===== config.mk =====
export PLATFORM = sky130hd
export DESIGN_NAME = mem_ctrl
export DESIGN_NICKNAME = d
export VERILOG_FILES = /design/src/rtl/riscv_defs.sv /design/src/rtl/mem_rr_arb2.sv /design/src/rtl/mem_ctrl.sv
export SDC_FILE = /design/constraint.sdc
export NUM_CORES = 1
export LEC_CHECK = 0
export ABC_AREA = 1
export CAP_MARGIN = 10
export CORE_ASPECT_RATIO = 0.75
export CORE_MARGIN = 1
export CORE_UTILIZATION = 56
export CTS_BUF_LIST = sky130_fd_sc_hd__clkbuf_8
export DETAILED_ROUTE_END_ITERATION = 10
export HOLD_SLACK_MARGIN = 0.1
export PLACE_DENSITY = 0.82
export SYNTH_ARGS = -nofsm -noshare
export SYNTH_HDL_FRONTEND = slang
export SYNTH_SLANG_ARGS = --single-unit

===== constraint.sdc =====
create_clock -name clk_in -period 5.15 [get_ports clk_in]
set_clock_uncertainty 0.2 [all_clocks]
set_input_delay 1.03 -clock clk_in [delete_from_list [all_inputs] [get_ports clk_in]]
set_output_delay 1.03 -clock clk_in [all_outputs]
set_load 0.01 [all_outputs]

===== src/rtl/riscv_defs.sv =====
// Shared definitions for the memory-side blocks of the core.
// Size codes, controller states and the IO address decode.
package riscv_defs;

  localparam logic [1:0] SZ_B = 2'b00;
  localparam logic [1:0] SZ_H = 2'b01;
  localparam logic [1:0] SZ_W = 2'b10;

  localparam logic [1:0] IO_SEL = 2'b11;

  typedef enum logic [1:0] {
    ST_IDLE  = 2'd0,
    ST_READ  = 2'd1,
    ST_WRITE = 2'd2
  } state_e;

  // Byte lanes touched by an access; the reserved code acts as a word.
  function automatic logic [3:0] lane_mask(input logic [1:0] sz);
    case (sz)
      SZ_B:    lane_mask = 4'b0001;
      SZ_H:    lane_mask = 4'b0011;
      default: lane_mask = 4'b1111;
    endcase
  endfunction

  // Index of the lowest set bit (0 when none is set).
  function automatic logic [1:0] first_set(input logic [3:0] v);
    if (v[0])      first_set = 2'd0;
    else if (v[1]) first_set = 2'd1;
    else if (v[2]) first_set = 2'd2;
    else if (v[3]) first_set = 2'd3;
    else           first_set = 2'd0;
  endfunction

endpackage


===== src/rtl/mem_rr_arb2.sv =====
// Two-way round-robin arbiter.
// Port 0 wins ties out of reset; afterwards the loser of the last grant wins.
module mem_rr_arb2 (
  input  logic clk_i,
  input  logic rst_ni,
  input  logic en_i,
  input  logic req0_i,
  input  logic req1_i,
  output logic gnt0_o,
  output logic gnt1_o
);

  logic pref1_q, pref1_d;

  // Grant and next preference; preference moves only on an accepted grant.
  always_comb begin
    gnt0_o  = req0_i & (~req1_i | ~pref1_q);
    gnt1_o  = req1_i & ~gnt0_o;
    pref1_d = pref1_q;
    if (en_i && (gnt0_o || gnt1_o)) pref1_d = gnt0_o;
  end

  // Last-grant register.
  always_ff @(posedge clk_i or negedge rst_ni) begin
    if (!rst_ni) pref1_q <= 1'b0;
    else         pref1_q <= pref1_d;
  end

endmodule


===== src/rtl/mem_ctrl.sv =====
// Byte-wide memory bus controller shared by instruction fetch and LSU.
// Splits accesses into byte beats and assembles little-endian read data.
module mem_ctrl
  import riscv_defs::*;
#(
  parameter int RAM_ADDR_WIDTH = 17
) (
  input  logic        clk_in,
  input  logic        rst_n_in,
  input  logic        rdy_in,
  input  logic        flush_in,
  input  logic        if_req_in,
  input  logic [31:0] if_addr_in,
  output logic        if_done_out,
  output logic [31:0] if_data_out,
  input  logic        ls_req_in,
  input  logic        ls_wr_in,
  input  logic [1:0]  ls_size_in,
  input  logic [31:0] ls_addr_in,
  input  logic [31:0] ls_wdata_in,
  output logic        ls_done_out,
  output logic [31:0] ls_rdata_out,
  input  logic [7:0]  mem_din,
  output logic [7:0]  mem_dout,
  output logic [31:0] mem_a,
  output logic        mem_wr,
  input  logic        io_buffer_full
);

  function automatic logic is_io(input logic [31:0] a);
    return a[RAM_ADDR_WIDTH -: 2] == IO_SEL;
  endfunction

  state_e      state_q, state_d;
  logic        src_ls_q, src_ls_d;
  logic [31:0] addr_q, addr_d;
  logic [31:0] wdata_q, wdata_d;
  logic [31:0] buf_q, buf_d;
  logic [3:0]  mask_q, mask_d;
  logic [3:0]  got_q, got_d;
  logic        act_q, act_d;
  logic [1:0]  sidx_q, sidx_d;
  logic        pend_q, pend_d;
  logic [1:0]  pidx_q, pidx_d;
  logic        rdy_q, rdy_d;
  logic        if_done_q, if_done_d;
  logic        ls_done_q, ls_done_d;
  logic [31:0] if_data_q, if_data_d;
  logic [31:0] ls_data_q, ls_data_d;
  logic [31:0] mem_a_q, mem_a_d;
  logic [7:0]  mem_dout_q, mem_dout_d;
  logic        mem_wr_q, mem_wr_d;

  logic        gnt_if, gnt_ls, arb_en;
  logic [31:0] req_addr;

  logic        cap_ok;
  logic [3:0]  got_n, infl, cand;
  logic [31:0] buf_n;

  logic [31:0] wb_base, wb_data, wb_addr;
  logic [1:0]  wb_idx;
  logic [7:0]  wb_byte;
  logic        wb_hold;
  logic [3:0]  wgot;

  assign arb_en = rdy_in & (state_q == ST_IDLE)
                & ~if_done_q & ~ls_done_q;

  mem_rr_arb2 u_arb (
    .clk_i  (clk_in),
    .rst_ni (rst_n_in),
    .en_i   (arb_en),
    .req0_i (if_req_in & ~flush_in),
    .req1_i (ls_req_in),
    .gnt0_o (gnt_if),
    .gnt1_o (gnt_ls)
  );

  assign req_addr = gnt_ls ? ls_addr_in : if_addr_in;

  // Read bookkeeping: a beat lands only if the bus was ours on both
  // its issue and capture cycles; lost beats become candidates again.
  always_comb begin
    cap_ok = pend_q & rdy_q;
    got_n  = got_q | (cap_ok ? (4'b0001 << pidx_q) : 4'b0000);
    buf_n  = buf_q;
    if (cap_ok) buf_n[{pidx_q, 3'b000} +: 8] = mem_din;
    infl   = act_q ? (4'b0001 << sidx_q) : 4'b0000;
    cand   = mask_q & ~got_n & ~infl;
  end

  // Next write beat: first beat at grant, else advance past a driven one.
  always_comb begin
    wb_base = addr_q;
    wb_data = wdata_q;
    wb_idx  = sidx_q + {1'b0, mem_wr_q};
    if (state_q == ST_IDLE) begin
      wb_base = ls_addr_in;
      wb_data = ls_wdata_in;
      wb_idx  = 2'd0;
    end
    wb_addr = wb_base + {30'd0, wb_idx};
    wb_byte = wb_data[{wb_idx, 3'b000} +: 8];
    wb_hold = is_io(wb_addr) & io_buffer_full;
    wgot    = got_q | (mem_wr_q ? (4'b0001 << sidx_q) : 4'b0000);
  end

  // Next-state and registered outputs; everything freezes while rdy is low.
  always_comb begin
    state_d    = state_q;
    src_ls_d   = src_ls_q;
    addr_d     = addr_q;
    wdata_d    = wdata_q;
    buf_d      = buf_q;
    mask_d     = mask_q;
    got_d      = got_q;
    act_d      = act_q;
    sidx_d     = sidx_q;
    pend_d     = pend_q;
    pidx_d     = pidx_q;
    rdy_d      = rdy_in;
    if_done_d  = if_done_q;
    ls_done_d  = ls_done_q;
    if_data_d  = if_data_q;
    ls_data_d  = ls_data_q;
    mem_a_d    = mem_a_q;
    mem_dout_d = mem_dout_q;
    mem_wr_d   = mem_wr_q;
    if (rdy_in) begin
      if_done_d = 1'b0;
      ls_done_d = 1'b0;
      case (state_q)
        ST_IDLE: begin
          if (arb_en && (gnt_if || gnt_ls)) begin
            src_ls_d = gnt_ls;
            addr_d   = req_addr;
            wdata_d  = ls_wdata_in;
            mask_d   = gnt_ls ? lane_mask(ls_size_in) : 4'hf;
            got_d    = 4'h0;
            buf_d    = 32'h0;
            pend_d   = 1'b0;
            sidx_d   = 2'd0;
            if (gnt_ls && ls_wr_in) begin
              state_d    = ST_WRITE;
              mem_wr_d   = ~wb_hold;
              mem_a_d    = wb_hold ? 32'h0 : wb_addr;
              mem_dout_d = wb_hold ? 8'h0 : wb_byte;
            end else begin
              state_d = ST_READ;
              act_d   = 1'b1;
              mem_a_d = req_addr;
            end
          end
        end
        ST_READ: begin
          got_d   = got_n;
          buf_d   = buf_n;
          pend_d  = act_q;
          pidx_d  = sidx_q;
          act_d   = 1'b0;
          mem_a_d = 32'h0;
          if (!src_ls_q && flush_in) begin
            state_d = ST_IDLE;
            pend_d  = 1'b0;
          end else if (got_n == mask_q) begin
            state_d = ST_IDLE;
            pend_d  = 1'b0;
            if (src_ls_q) begin
              ls_done_d = 1'b1;
              ls_data_d = buf_n;
            end else begin
              if_done_d = 1'b1;
              if_data_d = buf_n;
            end
          end else if (cand != 4'h0) begin
            act_d   = 1'b1;
            sidx_d  = first_set(cand);
            mem_a_d = addr_q + {30'd0, first_set(cand)};
          end
        end
        ST_WRITE: begin
          got_d      = wgot;
          sidx_d     = wb_idx;
          mem_wr_d   = 1'b0;
          mem_a_d    = 32'h0;
          mem_dout_d = 8'h0;
          if (wgot == mask_q) begin
            state_d   = ST_IDLE;
            ls_done_d = 1'b1;
          end else if (!wb_hold) begin
            mem_wr_d   = 1'b1;
            mem_a_d    = wb_addr;
            mem_dout_d = wb_byte;
          end
        end
        default: state_d = ST_IDLE;
      endcase
    end
  end

  // State and output registers.
  always_ff @(posedge clk_in or negedge rst_n_in) begin
    if (!rst_n_in) begin
      state_q    <= ST_IDLE;
      src_ls_q   <= 1'b0;
      addr_q     <= 32'h0;
      wdata_q    <= 32'h0;
      buf_q      <= 32'h0;
      mask_q     <= 4'h0;
      got_q      <= 4'h0;
      act_q      <= 1'b0;
      sidx_q     <= 2'd0;
      pend_q     <= 1'b0;
      pidx_q     <= 2'd0;
      rdy_q      <= 1'b0;
      if_done_q  <= 1'b0;
      ls_done_q  <= 1'b0;
      if_data_q  <= 32'h0;
      ls_data_q  <= 32'h0;
      mem_a_q    <= 32'h0;
      mem_dout_q <= 8'h0;
      mem_wr_q   <= 1'b0;
    end else begin
      state_q    <= state_d;
      src_ls_q   <= src_ls_d;
      addr_q     <= addr_d;
      wdata_q    <= wdata_d;
      buf_q      <= buf_d;
      mask_q     <= mask_d;
      got_q      <= got_d;
      act_q      <= act_d;
      sidx_q     <= sidx_d;
      pend_q     <= pend_d;
      pidx_q     <= pidx_d;
      rdy_q      <= rdy_d;
      if_done_q  <= if_done_d;
      ls_done_q  <= ls_done_d;
      if_data_q  <= if_data_d;
      ls_data_q  <= ls_data_d;
      mem_a_q    <= mem_a_d;
      mem_dout_q <= mem_dout_d;
      mem_wr_q   <= mem_wr_d;
    end
  end

  assign if_done_out  = if_done_q;
  assign if_data_out  = if_data_q;
  assign ls_done_out  = ls_done_q;
  assign ls_rdata_out = ls_data_q;
  assign mem_a        = mem_a_q;
  assign mem_dout     = mem_dout_q;
  assign mem_wr       = mem_wr_q & rdy_in;

endmodule


==> impl_metrics.sql, run 1 <==
INSERT INTO impl_metrics (metric_group, metric, value, unit) VALUES
('floorplanning', 'rows', '48', ''),
('hold_path', 'holdCritPathClass', 'register to register', ''),
('place', 'placed_instance_area', '16000', 'µm²'),
('timing', 'fin_setup_tns', '0', 'ps'),
('place', 'dp.cells', '2437', ''),
('layout', 'finish.net_count', '2308', ''),
('global_routing', 'wire_length_of_the_first_global_routing_pass', '75100', 'µm'),
('pwr', 'leakage', '7.93', 'nW'),
('floorplanning', 'chipHeight', '137', 'µm'),
('drt', 'remaining_drc_errors', '0', ''),
('yosys', 'synth-simple-area-share', '32.7', '%'),
('pwr', 'internal-power', '4.72', 'mW'),
('clock_network', 'clock_sinks', '221', ''),
('clock_network', 'cts_hold_buf', '0', ''),
('yosys', 'netlist_area', '13600', 'µm²'),
('place', 'final_gp_congestion', '1.08', ''),
('pwr', 'vdd_drop_max', '0.377', 'mV'),
('pwr', 'switching_power', '4.79', 'mW'),
('drt', 'num_vias', '14620', ''),
('yosys', 'sequential_area_share_after_synthesis', '40.8', '%'),
('clock_network', 'tritoncts.num_buffers', '36', ''),
('pwr', 'power.density', '569', 'nW/µm²'),
('run', 'number_of_max_capacitance_violations_reported', '0', ''),
('timing', 'actual_transition_at_the_worst_max_transition_pin', '947', 'ps'),
('yosys', 'synth.yosys.warnings', '0', ''),
('yosys', 'yosys.cell_types.count', '48', ''),
('layout', 'regArea', '5530', 'µm²'),
('timing', 'fmax', '0.217', 'GHz'),
('place', 'place_hpwl', '37000', 'µm'),
('global_routing', 'groute.usage.overall', '39.9', '%'),
('setup_path', 'critical_path.reg2reg.endpoint', 'mem_a[12]$_DFFE_PN0P_', ''),
('global_routing', 'first_global_vias', '13110', ''),
('drt', 'post_drt_wl_per_cell', '19.6', 'µm'),
('yosys', 'synth_async_sr_flop_share', '100', '%'),
('layout', 'finalInstanceArea', '16700', 'µm²'),
('setup_path', 'timing.critical_path.required', '5400', 'ps'),
('drt', 'wl', '49100', 'µm'),
('clock_network', 'post_cts_setup_repair_buffer_count', '0', ''),
('place', 'io_buffer_count', '220', ''),
('floorplanning', 'design.die.area', '24800', 'µm²'),
('clock_network', 'cts_tree', 'yes', ''),
('floorplanning', 'initial_core_util', '58.0', '%'),
('setup_path', 'path_max_fanout', '17', ''),
('floorplanning', 'i_o_pins', '221', ''),
('layout', 'area_added_between_synthesis_and_finish', '23.3', '%'),
('yosys', 'share_of_the_synthesized_area_in_compound_gates_ao_oa_aoi_oai', '11.7', '%'),
('floorplanning', 'core-area', '23400', 'µm²'),
('setup_path', 'reg2reg_slack', '550', 'ps'),
('yosys', 'synth_fp_nets', '2114', ''),
('drt', 'drt_pre_antenna_iters', '5', ''),
('global_routing', 'grt_start_max_net_pins', '94', ''),
('yosys', 'synth_top_area_cell', 'dfrtp_1', ''),
('yosys', 'synthCells', '1981', ''),
('layout', 'multi_input_area', '6760', 'µm²'),
('pwr', 'pwr-share-seq', '28.9', '%'),
('pwr', 'combPwrFrac', '54.1', '%'),
('status', 'status', 'finished, final reports clean', ''),
('layout', 'postLayoutCoreUtil', '71.6', '%'),
('timing', 'finalHoldViolCount', '0', ''),
('floorplanning', 'die-width', '182', 'µm'),
('setup_path', 'worst_ep_arrival_time', '4850', 'ps'),
('layout', 'drive_gt1_share', '6.23', '%'),
('timing', 'whs', '275', 'ps'),
('timing', 'finalSetupViolCount', '0', ''),
('yosys', 'synth_xor_area_share', '1.23', '%'),
('yosys', 'synth.area.mux_share', '2.23', '%'),
('pwr', 'power.switching_fraction', '50.4', '%'),
('hold_path', 'hold_depth', '2', ''),
('clock_network', 'ctsHtreeMaxLevel', '2', ''),
('yosys', 'ys_ff_latch', '221', ''),
('yosys', 'yosysTopAreaCellShare', '40.8', '%');
## layout make-up
class / instances / area share (%)
repair buffers: 243 / 14.4
multi-input cells: 1435 / 40.5
inverters: 238 / 5.37
diodes: 1 / 0.0150
flip-flops and latches: 221 / 33.1
clock buffers: 46 / 3.79
well taps: 300 / 2.25
clock inverters: 15 / 0.674
## power groups by stage
stage               registers (mW)  logic (mW)  clock network [mW]
finish                        2.74        5.15                1.62
detailed placement            2.72        4.91                   0
floorplan                     2.62        3.16                   0
global placement              2.71        4.84                   0
CTS                           2.70        4.94                1.62
global route                  2.77        5.59                1.70
## cells by family (layout without fill, tap and decap cells)
group / after synthesis / after routing
simple gates: 1076 / 1076
buf+inv: 325 / 542
compound gates: 294 / 294
flops: 221 / 221
mux: 27 / 27
fa+ha+maj: 19 / 19
xor+xnor: 19 / 19
other cells: 0 / 1
## worst max-delay path by stage
stage,startpoint,end,depth (start not counted)
global placement,pidx_q[0]$_DFFE_PN0P_,mem_a[12]$_DFFE_PN0P_,27
global route,pidx_q[0]$_DFFE_PN0P_,mem_a[14]$_DFFE_PN0P_,27
CTS,pidx_q[0]$_DFFE_PN0P_,mem_a[12]$_DFFE_PN0P_,27
floorplan,pidx_q[0]$_DFFE_PN0P_,mem_a[12]$_DFFE_PN0P_,27
finish,pidx_q[0]$_DFFE_PN0P_,mem_a[12]$_DFFE_PN0P_,27
detailed placement,pidx_q[0]$_DFFE_PN0P_,mem_a[12]$_DFFE_PN0P_,27
## cells in the final DEF, fill, tap and decap left out, drive strengths merged
| master | instances |
|---|---|
| a211oi | 9 |
| a21boi | 1 |
| a21oi | 25 |
| a22oi | 1 |
| a31oi | 2 |
| a32o | 1 |
| and2 | 3 |
| buf | 23 |
| bufinv | 1 |
| clkbuf | 47 |
| clkdlybuf4s50 | 219 |
| clkinv | 10 |
| clkinvlp | 3 |
| dfrtp | 221 |
| diode | 1 |
| fa | 2 |
| ha | 17 |
| inv | 239 |
| mux2 | 26 |
| mux2i | 1 |
| nand2 | 701 |
| nand3 | 199 |
| nand3b | 1 |
| nand4 | 17 |
| nor2 | 129 |
| nor3 | 20 |
| nor4 | 2 |
| o211ai | 2 |
| o21a | 1 |
| o21ai | 218 |
| o21bai | 1 |
| o221ai | 1 |
| o22ai | 28 |
| o31ai | 2 |
| o32ai | 2 |
| or2 | 3 |
| or3 | 1 |
| xnor2 | 7 |
| xor2 | 12 |
## metal layers
| metal | vias to the layer above | share of wire [%] | global-route usage (%) |
|---|---|---|---|
| met1 | 6838 | 44 | 59.9 |
| met5 | - | 0 | 0 |
| met3 | 67 | 16 | 17.8 |
| li1 | 6735 | - | - |
| met4 | 0 | 1.6 | 7.39 |
| met2 | 980 | 38 | 52.2 |
## synth_stat cells (7+ instances only)
library cell	count
a211oi_1	9
a21oi_1	24
buf_1	10
buf_2	14
buf_4	11
clkbuf_1	52
dfrtp_1	221
ha_1	17
inv_1	226
inv_2	7
mux2_2	26
nand2_1	700
nand3_1	196
nand4_1	17
nor2_1	123
nor3_1	19
o21ai_0	180
o21ai_1	33
o22ai_1	28
xnor2_1	7
xor2_1	12
## state kept, by name, indices dropped and copies added, names as in the netlist, 2 cells and up
signal and flops:
mask_q 3, if_data_out 32, mem_a 32, sidx_q 2, addr_q 32, pidx_q 2
ls_rdata_out 32, state_q 2, mem_dout 8, buf_q 32, wdata_q 32, got_q 4
## per-stage QoR
step	total power, mW	worst slack (ps)
6_report	9.51	546
4_1_cts	9.25	489
3_5_place_dp	7.63	503
5_1_grt	10.1	69.5
2_1_floorplan	5.78	1190
3_3_place_gp	7.54	691
## timing repair
item,in CTS,in global routing
setup endpoints to repair,0,2
endpoints found under the hold margin,0,0
resized for setup,0,2
## worst max-delay path, cell delays in order, from the launching register on
cell and delay [ps]:
dfrtp_1 450, clkinv_1 190, ha_1 220, clkinvlp_4 250, nor2_1 230, inv_1 90, nand2_1 90, inv_1 50
ha_1 170, o31ai_1 110, a21boi_1 280, ha_1 210, inv_1 50, fa_1 390, nor2_1 130, nand2_1 150
inv_1 140, nand2_1 140, nor2_1 210, nand2_1 100, nor2_1 160, nand2_1 70, o211ai_1 80, nand2_1 70
inv_1 80, nand2_1 50, nand3_1 70, nand2_1 50
Power figures use the tool's default switching activity.
==> inputs of run 2 (changes only) <==
Settings changed: CORE_MARGIN 1 to 2, MAX_ROUTING_LAYER set to met4.
==> run 2 against run 1 <==
  * Die area grew 2.6%
  * Sequential share of layout area down 0.089 points
  * Sequential power barely moved
  * Sequential cell count is the same
  * Count of clock-buffer cells in the layout up 1
  * Clock power rose by 4%
  * Non-clock buffer count down 2
  * Critical endpoint is now mem_a[14]$_DFFE_PN0P_
  * Setup slack got worse by 0.52 ps
  * Fmax hardly changed
  * Total power increased by 0.88%
  * Worst hold slack worse by 5.3 ps
==> impl_metrics.sql, run 2 (synthesis results as in run 1) <==
INSERT INTO impl_metrics (metric_group, metric, value, unit) VALUES
('timing', 'fmax', '0.217', 'GHz'),
('floorplanning', 'die-width', '184', 'µm'),
('global_routing', 'first_global_vias', '13326', ''),
('global_routing', 'wire_length_of_the_first_global_routing_pass', '76100', 'µm'),
('floorplanning', 'core-area', '23800', 'µm²'),
('layout', 'layout.filler_cells', '1934', ''),
('setup_path', 'timing_worst_setup_path_type', 'register to register', ''),
('pwr', 'leakage', '7.94', 'nW'),
('place', 'final_gp_congestion', '1.03', ''),
('layout', 'drive_gt1_share', '6.23', '%'),
('timing', 'finalHoldViolCount', '0', ''),
('clock_network', 'clock_sinks', '221', ''),
('drt', 'drt_iter0_markers', '2085', ''),
('floorplanning', 'chipHeight', '139', 'µm'),
('drt', 'num_vias', '14478', ''),
('clock_network', 'tritoncts.num_buffers', '37', ''),
('timing', 'timing.final.crit_share', '89.4', '%'),
('timing', 'slew_violations', '0', ''),
('clock_network', 'clk_latency', '550', 'ps'),
('setup_path', 'worst_ep_arrival_time', '4810', 'ps'),
('floorplanning', 'rows', '49', ''),
('place', 'place_hpwl', '37000', 'µm'),
('global_routing', 'overflow', '0', ''),
('layout', 'final_common_cell', 'nand2_1', ''),
('drt', 'drt_antenna_net_count', '0', ''),
('layout', 'postLayoutCoreUtil', '70.3', '%'),
('status', 'status', 'finished, final reports clean', ''),
('clock_network', 'clockRootBuffer', 'clkbuf_8', ''),
('timing', 'minimum_period_implied_by_the_final_worst_setup_slack', '4600', 'ps'),
('clock_network', 'cts_tree', 'yes', ''),
('clock_network', 'cts_hold_buf', '0', ''),
('layout', 'area_added_between_synthesis_and_finish', '23.6', '%'),
('timing', 'finalSetupViolCount', '0', ''),
('setup_path', 'critical_path.startpoint', 'pidx_q[0]$_DFFE_PN0P_', ''),
('global_routing', 'groute.usage.overall', '40.1', '%'),
('clock_network', 'ctsHtreeMaxLevel', '2', ''),
('drt', 'remaining_drc_errors', '0', ''),
('hold_path', 'hp-start', 'if_data_out[26]$_DFFE_PN0P_', ''),
('timing', 'slew-limit-headroom', '34.0', '%'),
('global_routing', 'antenna_violations_before_repair', '1', ''),
('layout', 'mostFrequentLayoutCells', 'nand2_1, inv_1, dfrtp_1', ''),
('setup_path', 'timing.critical_path.from_type', 'register', ''),
('pwr', 'vdd_drop_max', '0.439', 'mV'),
('floorplanning', 'design.die.area', '25500', 'µm²'),
('floorplanning', 'initial_core_util', '56.9', '%'),
('clock_network', 'cts.reportedPaths.clkPinSlew', '60', 'ps'),
('timing', 'grt_setup_unrepaired', 'no', ''),
('hold_path', 'holdCritPathClass', 'register to register', ''),
('drt', 'drt-vias-per-instance', '5.78', ''),
('timing', 'fin_setup_tns', '0', 'ps'),
('setup_path', 'reg2reg_from', 'pidx_q[0]$_DFFE_PN0P_', ''),
('setup_path', 'timing.critical_path.to_type', 'register', ''),
('layout', 'finish.net_count', '2307', ''),
('global_routing', 'grt_start_max_net_pins', '127', ''),
('floorplanning', 'i_o_pins', '221', ''),
('drt', 'wl', '49300', 'µm'),
('setup_path', 'timing.critical_path.required', '5360', 'ps'),
('setup_path', 'path_max_fanout', '17', ''),
('drt', 'post_drt_wl_per_cell', '19.7', 'µm'),
('drt', 'drt_pre_antenna_iters', '6', ''),
('timing', 'actual_transition_at_the_worst_max_transition_pin', '983', 'ps'),
('place', 'io_buffer_count', '220', ''),
('run', 'number_of_max_capacitance_violations_reported', '0', ''),
('clock_network', 'cts-root-to-sink-buffers', '3', ''),
('pwr', 'power.density', '573', 'nW/µm²');
## run 2: changes by cell type in the layout (fill, tap and decap cells not counted), sizes merged
cell / before / now
clkinv: 10 / 5
inv: 239 / 243
buf: 23 / 22
bufinv: 1 / 2
clkinvlp: 3 / 4
## run 2: area by class of cell
cell class | count | area [µm²] | share of cell area, %
multi-input combinational | 1435 | 6770 | 40.4
tap | 306 | 383 | 2.28
antenna | 1 | 2.50 | 0.0149
timing repair buffer | 241 | 2400 | 14.3
clock buffer | 47 | 647 | 3.86
sequential | 221 | 5530 | 33.0
inverter | 238 | 897 | 5.35
clock inverter | 16 | 133 | 0.791
## run 2: what timing repair did
item	CTS	global route
endpoints found under the setup margin	0	5
hold endpoints to repair	0	0
resized for setup	0	4
buffers inserted	0	0
## run 2: power by group
group	switching, mW	internal (mW)	total [mW]
sequential	0.492	2.25	2.74
combinational	3.56	1.61	5.17
clock	0.755	0.923	1.68
## run 2: critical path, cell delays in order (launching register included)
cell,delay (ps)
dfrtp_1,440
clkinv_1,180
ha_1,220
clkinvlp_4,250
nor2_2,220
inv_1,100
nand2_1,100
inv_1,50
ha_1,170
o31ai_1,110
a21boi_1,270
ha_1,200
inv_1,60
fa_1,390
nor2_1,120
nand2_1,170
inv_1,150
nand2_1,140
nor2_1,220
nand2_1,100
nor2_1,140
nand3_1,80
nand3_1,80
nand2_1,50
inv_1,80
nand2_1,50
nand3_1,70
nand2_1,70
## run 2: worst paths after layout
check | end | slack [ps] | cells after the start
max | mem_a[14]$_DFFE_PN0P_ | 550 | 27
min | if_data_out[26]$_DFFE_PN0P_ | 270 | 2
max reg2reg | mem_a[14]$_DFFE_PN0P_ | 550 | 27
min reg2reg | if_data_out[26]$_DFFE_PN0P_ | 270 | 2
max in group asynchronous | mask_q[1]$_DFFE_PN0P_ | 3300 | 2
min in group asynchronous | ls_rdata_out[14]$_DFFE_PN0P_ | 370 | 1
## run 2: through the flow
| stage | area, µm² | total power, mW | hold WS [ps] | setup WS, ps | cells |
|---|---|---|---|---|---|
| 2_1_floorplan | 13600 | 5.78 | 241 | 1190 | 1981 |
| 6_report | 16800 | 9.60 | 269 | 545 | 2505 |
| 3_3_place_gp | 16000 | 7.55 | 255 | 648 | 2441 |
| 5_1_grt | 16800 | 10.2 | 298 | 50.3 | 2505 |
| 3_5_place_dp | 16000 | 7.64 | 258 | 542 | 2441 |
| 4_1_cts | 16800 | 9.33 | 273 | 442 | 2504 |
## run 2: metal layers
| metal | track usage, % | share of wire [%] | wire length (µm) | vias to the layer above |
|---|---|---|---|---|
| met5 | - | 0 | 0 | - |
| met1 | 60.3 | 44 | 21700 | 6748 |
| met4 | 5.81 | 1.1 | 548 | 0 |
| met3 | 17.3 | 16 | 8080 | 59 |
| met2 | 50.2 | 38 | 19000 | 942 |
| li1 | - | - | - | 6729 |
==> inputs of run 3 (changes only) <==
Settings changed: CORE_MARGIN 2 to 3, MAX_ROUTING_LAYER met4 to unset.
==> run 3 against run 2 <==
  * Sequential power hardly changed
  * First-iteration DRC count shrank 7.3%
  * Worst hold slack improved by 2.9 ps
  * Non-clock buffer count up 3
  * Combinational power barely moved
  * Core utilization grew 0.86 points
  * Count of clock-buffer cells in the layout shrank 2
  * Routed wire length about the same
  * Final area is 0.58% lower
  * Clock power decreased by 9.5%
  * Total power shrank 1.6%
  * Global-route usage fell by 2.5 points
  * Highest routed layer is now met5
==> impl_metrics.sql, run 3 (synthesis results as in run 1) <==
INSERT INTO impl_metrics (metric_group, metric, value, unit) VALUES
('floorplanning', 'die-width', '186', 'µm'),
('layout', 'final_common_cell', 'nand2_1', ''),
('timing', 'fmax', '0.218', 'GHz'),
('clock_network', 'tritoncts.num_buffers', '36', ''),
('global_routing', 'antenna_violations_before_repair', '0', ''),
('clock_network', 'cts-root-to-sink-buffers', '3', ''),
('place', 'final_gp_congestion', '1.04', ''),
('place', 'dp.cells', '2437', ''),
('setup_path', 'critPathSlowestCell', 'dfrtp_1', ''),
('place', 'placed_instance_area', '16000', 'µm²'),
('clock_network', 'cts_tree', 'yes', ''),
('floorplanning', 'design.die.area', '26100', 'µm²'),
('floorplanning', 'initial_core_util', '57.9', '%'),
('timing', 'slew_violations', '0', ''),
('global_routing', 'groute.usage.overall', '37.5', '%'),
('place', 'io_buffer_count', '220', ''),
('run', 'number_of_max_capacitance_violations_reported', '0', ''),
('drt', 'drt-vias-per-instance', '5.78', ''),
('global_routing', 'wire_length_of_the_first_global_routing_pass', '75700', 'µm'),
('floorplanning', 'rows', '48', ''),
('setup_path', 'worst_ep_arrival_time', '4820', 'ps'),
('layout', 'drive_gt1_share', '6.14', '%'),
('setup_path', 'timing.critical_path.required', '5380', 'ps'),
('global_routing', 'grt.busiest_layer', 'met1', ''),
('pwr', 'power.density', '566', 'nW/µm²'),
('drt', 'drt_iter0_markers', '1933', ''),
('layout', 'mostFrequentLayoutCells', 'nand2_1, inv_1, dfrtp_1', ''),
('timing', 'finalSetupViolCount', '0', ''),
('clock_network', 'ctsHtreeMaxLevel', '2', ''),
('global_routing', 'globalRouteMet1Util', '56.1', '%'),
('layout', 'num_antenna_cells', '0', ''),
('layout', 'area_added_between_synthesis_and_finish', '22.9', '%'),
('clock_network', 'clk_latency', '550', 'ps'),
('timing', 'actual_transition_at_the_worst_max_transition_pin', '1060', 'ps'),
('setup_path', 'timing_worst_setup_path_type', 'register to register', ''),
('setup_path', 'timing.critical_path.from_type', 'register', ''),
('timing', 'finalHoldViolCount', '0', ''),
('setup_path', 'path_max_fanout', '17', ''),
('timing', 'fin_setup_tns', '0', 'ps'),
('hold_path', 'holdCritPathClass', 'register to register', ''),
('drt', 'drt_pre_antenna_iters', '6', ''),
('layout', 'instances_no_fill', '2499', ''),
('drt', 'post_drt_wl_per_cell', '19.7', 'µm'),
('timing', 'grt_setup_unrepaired', 'no', ''),
('timing', 'slew-limit-headroom', '28.6', '%'),
('global_routing', 'overflow', '0', ''),
('timing', 'timing.final.crit_share', '89.0', '%'),
('clock_network', 'cts.reportedPaths.clkPinSlew', '70', 'ps'),
('drt', 'wl', '49300', 'µm'),
('drt', 'num_vias', '14450', ''),
('clock_network', 'cts_hold_buf', '0', ''),
('clock_network', 'clock_sinks', '221', ''),
('setup_path', 'critical-path-top-cell-by-count', 'nand2_1', ''),
('status', 'status', 'finished, final reports clean', ''),
('layout', 'finish.net_count', '2309', ''),
('global_routing', 'gr-usage-met3', '19.6', '%'),
('floorplanning', 'chipHeight', '141', 'µm'),
('global_routing', 'grt_start_max_net_pins', '97', ''),
('global_routing', 'first_global_vias', '13313', ''),
('clock_network', 'clockRootBuffer', 'clkbuf_8', ''),
('layout', 'finalInstanceArea', '16700', 'µm²'),
('floorplanning', 'core-area', '23400', 'µm²'),
('pwr', 'leakage', '7.92', 'nW'),
('drt', 'drt_antenna_net_count', '0', ''),
('drt', 'remaining_drc_errors', '0', ''),
('global_routing', 'grt_util_met2', '49.4', '%'),
('timing', 'minimum_period_implied_by_the_final_worst_setup_slack', '4590', 'ps'),
('setup_path', 'critical_path.max_stage_delay', '440', 'ps'),
('place', 'place_hpwl', '36900', 'µm'),
('setup_path', 'timing.critical_path.to_type', 'register', ''),
('floorplanning', 'i_o_pins', '221', ''),
('pwr', 'vdd_drop_max', '0.356', 'mV');
[run 3: timing repair]
action | in CTS | in global routing
endpoints found under the setup margin | 0 | 4
buffers inserted | 0 | 1
gates resized for setup | 0 | 2
[run 3: metal layers]
metal	up-vias	part of all wire, %
li1	6736	-
met4	2	0.99
met3	49	17
met1	6748	43
met5	-	0.063
met2	915	38
[run 3: critical path, delay by kind of cell, from the launching register on]
| kind | cells | cell delay [ps] |
|---|---|---|
| simple gates | 16 | 2120 |
| flops | 1 | 440 |
| compound gates | 1 | 110 |
| fa+ha+maj | 3 | 850 |
| buf+inv | 6 | 750 |
[run 3: stage by stage]
step                      utilization (%)  setup slack, ps  hold slack (ps)  power (mW)
after floorplan                         -             1190              241        5.78
after global placement               68.1              641              254        7.56
final                                71.1              564              272        9.44
after CTS                            71.1              442              273        9.18
after global routing                 71.1             81.2              282        10.0
after detailed placement             68.1              510              258        7.64
[run 3: final cells by class]
| class | count | area (µm²) |
|---|---|---|
| clock buffer | 45 | 619 |
| clock inverter | 16 | 81.3 |
| fill | 1933 | 6760 |
| inverter | 238 | 897 |
| multi-input combinational | 1435 | 6760 |
| sequential | 221 | 5530 |
| tap | 300 | 375 |
| timing repair buffer | 244 | 2400 |
[run 3: worst paths after layout]
| kind | start | end | slack [ps] | depth (start not counted) |
|---|---|---|---|---|
| max | pidx_q[0]$_DFFE_PN0P_ | mem_a[14]$_DFFE_PN0P_ | 560 | 26 |
| min | if_data_out[31]$_DFFE_PN0P_ | if_data_out[31]$_DFFE_PN0P_ | 270 | 2 |
| max reg2reg | pidx_q[0]$_DFFE_PN0P_ | mem_a[14]$_DFFE_PN0P_ | 560 | 26 |
| min reg2reg | if_data_out[31]$_DFFE_PN0P_ | if_data_out[31]$_DFFE_PN0P_ | 270 | 2 |
| max in group asynchronous | rst_n_in | if_data_out[27]$_DFFE_PN0P_ | 3200 | 2 |
| min in group asynchronous | rst_n_in | if_data_out[15]$_DFFE_PN0P_ | 380 | 1 |
[run 3: power breakdown]
group | internal (mW) | switching, mW
registers | 2.25 | 0.473
logic | 1.62 | 3.57
clock network | 0.791 | 0.729
